`config.mk`:
```
export PLATFORM = sky130hd
export DESIGN_NAME = datadist
export DESIGN_NICKNAME = d
export VERILOG_FILES = /design/src/rtl/datadist_pkg.sv /design/src/rtl/datadist_slot.sv /design/src/rtl/datadist.sv
export SDC_FILE = /design/constraint.sdc
export NUM_CORES = 1
export LEC_CHECK = 0
export ABC_AREA = 1
export BUFFER_PORTS_ARGS = -buffer_cell sky130_fd_sc_hd__buf_2
export CORE_ASPECT_RATIO = 1.25
export CORE_UTILIZATION = 55
export CTS_CLUSTER_DIAMETER = 40
export CTS_CLUSTER_SIZE = 14
export DETAILED_ROUTE_END_ITERATION = 10
export PLACE_DENSITY_LB_ADDON = 0.25
export SYNTH_ARGS = -nofsm -noshare
export SYNTH_HDL_FRONTEND = slang
export SYNTH_SLANG_ARGS = --single-unit
```
`constraint.sdc`:
```
create_clock -name clkin -period 3.1 [get_ports clkin]
set_input_delay 0.62 -clock clkin [delete_from_list [all_inputs] [get_ports clkin]]
set_output_delay 0.62 -clock clkin [all_outputs]
set_load 0.05 [all_outputs]
```
`src/rtl/datadist_pkg.sv`:
```
// Shared constants and types for the datadist 1-to-4 distributor.
// Slot count, select width and drop counter width live here so the top
// and slot modules agree on sizing.
package datadist_pkg;
  localparam int NCH   = 4;
  localparam int SELW  = 2;
  localparam int DROPW = 8;

  typedef logic [SELW-1:0] sel_t;
endpackage

```
`src/rtl/datadist_slot.sv`:
```
// One output slot: DW-bit data register plus sticky valid flag.
// Latency: load visible one edge after accept; ack clears valid at the same edge.
// Backpressure: holds its word until acked; a same-cycle load wins over ack (pass-through).
module datadist_slot
  import datadist_pkg::*;
#(
  parameter int DW = 8
) (
  input  logic          clk,
  input  logic          rst,
  input  logic          load,
  input  logic          ack,
  input  logic [DW-1:0] d,
  output logic [DW-1:0] y,
  output logic          v
);

  // Load takes priority so an ack on a full slot can be refilled in the same cycle.
  always_ff @(posedge clk or posedge rst) begin
    if (rst) begin
      y <= '0;
      v <= 1'b0;
    end else if (load) begin
      y <= d;
      v <= 1'b1;
    end else if (ack) begin
      v <= 1'b0;
    end
  end

endmodule

```
`src/rtl/datadist.sv`:
```
// Registered 1-to-4 data distributor steered by select pins or a round-robin pointer.
// Latency: accepted word appears in its slot one clock edge after the accept.
// Backpressure: rdyout drops when strobed off or the target slot is full and not acked; refused offers are counted.
module datadist
  import datadist_pkg::*;
#(
  parameter int DW = 8
) (
  input  logic             clkin,
  input  logic             rstin,
  input  logic             ain,
  input  logic             bin,
  input  logic             gbin,
  input  logic             scanin,
  input  logic [DW-1:0]    din,
  input  logic             vin,
  output logic             rdyout,
  output logic [SELW-1:0]  selout,
  input  logic             ack0in,
  input  logic             ack1in,
  input  logic             ack2in,
  input  logic             ack3in,
  output logic [DW-1:0]    y0out,
  output logic [DW-1:0]    y1out,
  output logic [DW-1:0]    y2out,
  output logic [DW-1:0]    y3out,
  output logic             v0out,
  output logic             v1out,
  output logic             v2out,
  output logic             v3out,
  output logic [DROPW-1:0] dropout
);

  sel_t             ptr;
  sel_t             tgt;
  logic             accept;
  logic [NCH-1:0]   ack;
  logic [NCH-1:0]   v;
  logic [NCH-1:0]   load;
  logic [DW-1:0]    y [NCH];

  assign ack = {ack3in, ack2in, ack1in, ack0in};

  // Target decode, ready mux and per-slot load strobes.
  always_comb begin
    tgt    = scanin ? ptr : {bin, ain};
    rdyout = !gbin && (!v[tgt] || ack[tgt]);
    accept = vin && rdyout;
    load   = '0;
    load[tgt] = accept;
  end

  assign selout = tgt;

  for (genvar k = 0; k < NCH; k++) begin : g_slot
    datadist_slot #(.DW(DW)) u_slot (
      .clk  (clkin),
      .rst  (rstin),
      .load (load[k]),
      .ack  (ack[k] && v[k]),
      .d    (din),
      .y    (y[k]),
      .v    (v[k])
    );
  end

  // Scan pointer advances per accept in scan mode and parks at 0 otherwise.
  always_ff @(posedge clkin or posedge rstin) begin
    if (rstin) begin
      ptr <= '0;
    end else if (!scanin) begin
      ptr <= '0;
    end else if (accept) begin
      ptr <= sel_t'(ptr + 1'b1);
    end
  end

  // Saturating count of offers refused while valid.
  always_ff @(posedge clkin or posedge rstin) begin
    if (rstin) begin
      dropout <= '0;
    end else if (vin && !rdyout && (dropout != {DROPW{1'b1}})) begin
      dropout <= dropout + 1'b1;
    end
  end

  assign y0out = y[0];
  assign y1out = y[1];
  assign y2out = y[2];
  assign y3out = y[3];
  assign v0out = v[0];
  assign v1out = v[1];
  assign v2out = v[2];
  assign v3out = v[3];

endmodule
```
==> results.md <==
- Synthesized area per cell: 9.10 µm²
- Placed Instance Area: 2630 µm²
- Placed Cells: 364
- Largest vdd supply drop: 579 µV
- CTS buffer count: 5
- Wire length per cell: ~14 µm
- Critical Path AT: 1740 ps
- Core Box Area: between 3000 and 4000 µm²
- Mux share of post-synthesis cell area: 0%
- Clock Sinks: 46
- PortBufs: 65
- Row count: 25
- Yosys warnings: 0
- N_diodes: 0
- Synth Area in XOR/XNOR: 2.68%
- Post-Syn Instances: approximately 250
- Hold_buf cts: 0
- Final setup fails: 0
- Initial antenna violation count: 0
- Count of cell types in the netlist: 26
- All-Layer GR Usage: 26.3%
- Antenna Nets Post-Route: 0
- Post-CTS Setup Inserts: 0
- Area Overhead vs Synth: 19.9%
- DIE AREA: around 4400 µm²
- Worst skew pair latency: 300 ps
- Main combinational cell family by area after synthesis: simple AND/OR/NAND/NOR gates
- Final Max Tran Viols: 0
- Initial Util: 58.9%
- Routed vias/inst: 5.32
- Crit. End Element: primary output
- Leakage: 1.50 nW
- Status: finished clean
- Max cap viols: 0
- First-pass GRT wire length: 8560 µm
- Startpoint Class: input port
- Longest Clk Path Bufs: 2
- Clk slew on worst S/H paths: 90 ps
- Critical path type: input port to primary output
- Max-slew headroom: 39.5%
- DRC: 0
- H-tree level count: 2
- Global placer's final weighted congestion: approximately 0.8
- Fmax: 424 MHz
- Fillers: 351
- Die H: roughly 74 µm
- Pwr Density: about 870 nW/µm²
- Slew @ Worst Pin: ~900 ps
- Fin cells: 372
- Post-route cell area: 2740 µm²
- Skew final: around 12 ps
- Synth Area in Adders: less than 1%
- Post-synthesis sequential area ratio: 50.4%
- Share of layout cells above drive strength 1: 34.6%
- PnR Total Power: about 2.4 mW
- Worst path required time: 2480 ps
- CP Max Fanout: 9
- Tcrit/Tclk final: 76.0%
- Post-synthesis compound-gate area fraction: 3.01%
- Drt first-iter violations: between 100 and 150
- Vias: 1979
- DP HPWL: 3840 µm
- Drt pass-1 iters: 4
- Number of global-route vias before repair: roughly 1800
- CTS tree: built
- Area of the mapped netlist: 2280 µm²
- RSZ-0062 raised after global routing: no
- GR Overflow Total: 0
- FF+latch count, synth: 46
- Synth Area in Simple Gates: 38.1%
- Fin crit period: roughly 2400 ps
- Min-delay worst type: input port to asynchronous set/reset pin
- Final #Nets: 337
- Setup TNS: 0 ps
- Largest net degree at the start of global routing: 40
- Final Util: 70.6%
- Root buffer cell: clkbuf_8
- Die width: around 60 µm
- Final WL: about 5300 µm
- # resized after CTS: 0
- Final Hold Viols: 0
- Io pins: between 60 and 70
- Synthesized Nets: 271
## layer usage
metal / vias up / wire length, µm / part of all wire, % / GRT usage [%]
met5: - / 0 / 0 / 0
met4: 0 / 70 / 1.3 / 9.30
met3: 4 / 274 / 5.2 / 5.39
met2: 62 / 2710 / 51 / 45.4
met1: 937 / 2210 / 42 / 32.6
li1: 976 / - / - / -
## worst paths after layout
kind / start / end / slack, ps / cells after the start
max: scanin / rdyout / 740 / 10
min: rstin / g_slot[2].u_slot.y[2] / 390 / 2
max reg2reg: dropout[0] / dropout[2] / 1190 / 7
min reg2reg: g_slot[3].u_slot.y[1] / g_slot[3].u_slot.y[1] / 480 / 2
max in group asynchronous: rstin / g_slot[3].u_slot.y[4] / 1970 / 3
min in group clkin: g_slot[3].u_slot.y[1] / g_slot[3].u_slot.y[1] / 480 / 2
## placed cells by master, fill, tap and decap left out, types with 4 or more instances in the layout
| cell type | n |
|---|---|
| clkbuf_8 | 5 |
| nand3_1 | 14 |
| o21ai_0 | 4 |
| xnor2_1 | 6 |
| nand4_2 | 4 |
| nand2_1 | 88 |
| inv_1 | 7 |
| nand2_4 | 6 |
| buf_2 | 65 |
| nand2_2 | 11 |
| nand4_1 | 34 |
| dfrtp_1 | 46 |
| nor2_2 | 4 |
## final cells by class
| type | instances | area, µm² | share of cell area [%] |
|---|---|---|---|
| clock buffer | 6 | 72.6 | 2.65 |
| clock inverter | 2 | 37.5 | 1.37 |
| inverter | 12 | 47.5 | 1.74 |
| multi-input combinational | 184 | 1010 | 37.0 |
| sequential | 46 | 1150 | 42.0 |
| tap | 54 | 67.6 | 2.47 |
| timing repair buffer | 68 | 348 | 12.7 |
## registers in the layout (all words and copies together) (netlist names)
signal	cells
g_slot.u_slot.v	4
g_slot.u_slot.y	32
ptr	2
dropout	8
## cells by family after synthesis
| logic type | count (synthesis) |
|---|---|
| xor gates and xnor gates | 7 |
| adders and majority gates | 1 |
| DFF | 46 |
| and+or+nand+nor | 167 |
| AOI/OAI and AO/OA | 9 |
| buffers and inverters | 21 |
## power by group
part	switching, mW	internal (mW)	leakage [nW]	total [mW]
clock	0.201	0.241	0.0514	0.441
sequential	0.113	0.754	0.588	0.867
combinational	0.830	0.240	0.863	1.07
total	1.14	1.24	1.50	2.38
## synth_stat cells
| master | instances | area [µm²] |
|---|---|---|
| nand2_1 | 88 | 330 |
| nand3_1 | 14 | 70.1 |
| buf_6 | 5 | 56.3 |
| clkbuf_1 | 3 | 11.3 |
| inv_4 | 1 | 6.26 |
| ha_1 | 1 | 12.5 |
| nand2_4 | 6 | 67.6 |
| nand3b_1 | 1 | 7.51 |
| buf_1 | 1 | 3.75 |
| nand3_2 | 2 | 20.0 |
| nor2_1 | 2 | 7.51 |
| inv_2 | 2 | 7.51 |
| clkinv_1 | 1 | 3.75 |
| o21ai_0 | 4 | 20.0 |
| a31oi_1 | 1 | 6.26 |
| nand4_1 | 34 | 213 |
| dfrtp_1 | 46 | 1150 |
| xor2_1 | 1 | 8.76 |
| xnor2_1 | 6 | 52.6 |
| o21ai_2 | 3 | 26.3 |
| inv_1 | 8 | 30.0 |
| nor2_4 | 1 | 11.3 |
| nand2_2 | 11 | 68.8 |
| nor2_2 | 4 | 25.0 |
| nand4_2 | 4 | 50.1 |
| a21oi_4 | 1 | 16.3 |
## stage by stage
stage	hold WS [ps]	worst slack (ps)
2_1_floorplan	535	741
3_3_place_gp	460	768
3_5_place_dp	461	734
4_1_cts	403	732
5_1_grt	463	660
6_report	389	743
## worst max-delay path: stages
cell and delay, ps:
buf_2 190, inv_4 70, nand2_2 60, nand2_2 90, nand2_1 80, nand2_1 60
nand2_2 70, nand2_4 60, a21oi_4 160, buf_2 280
(Power assumes the default switching activity.)
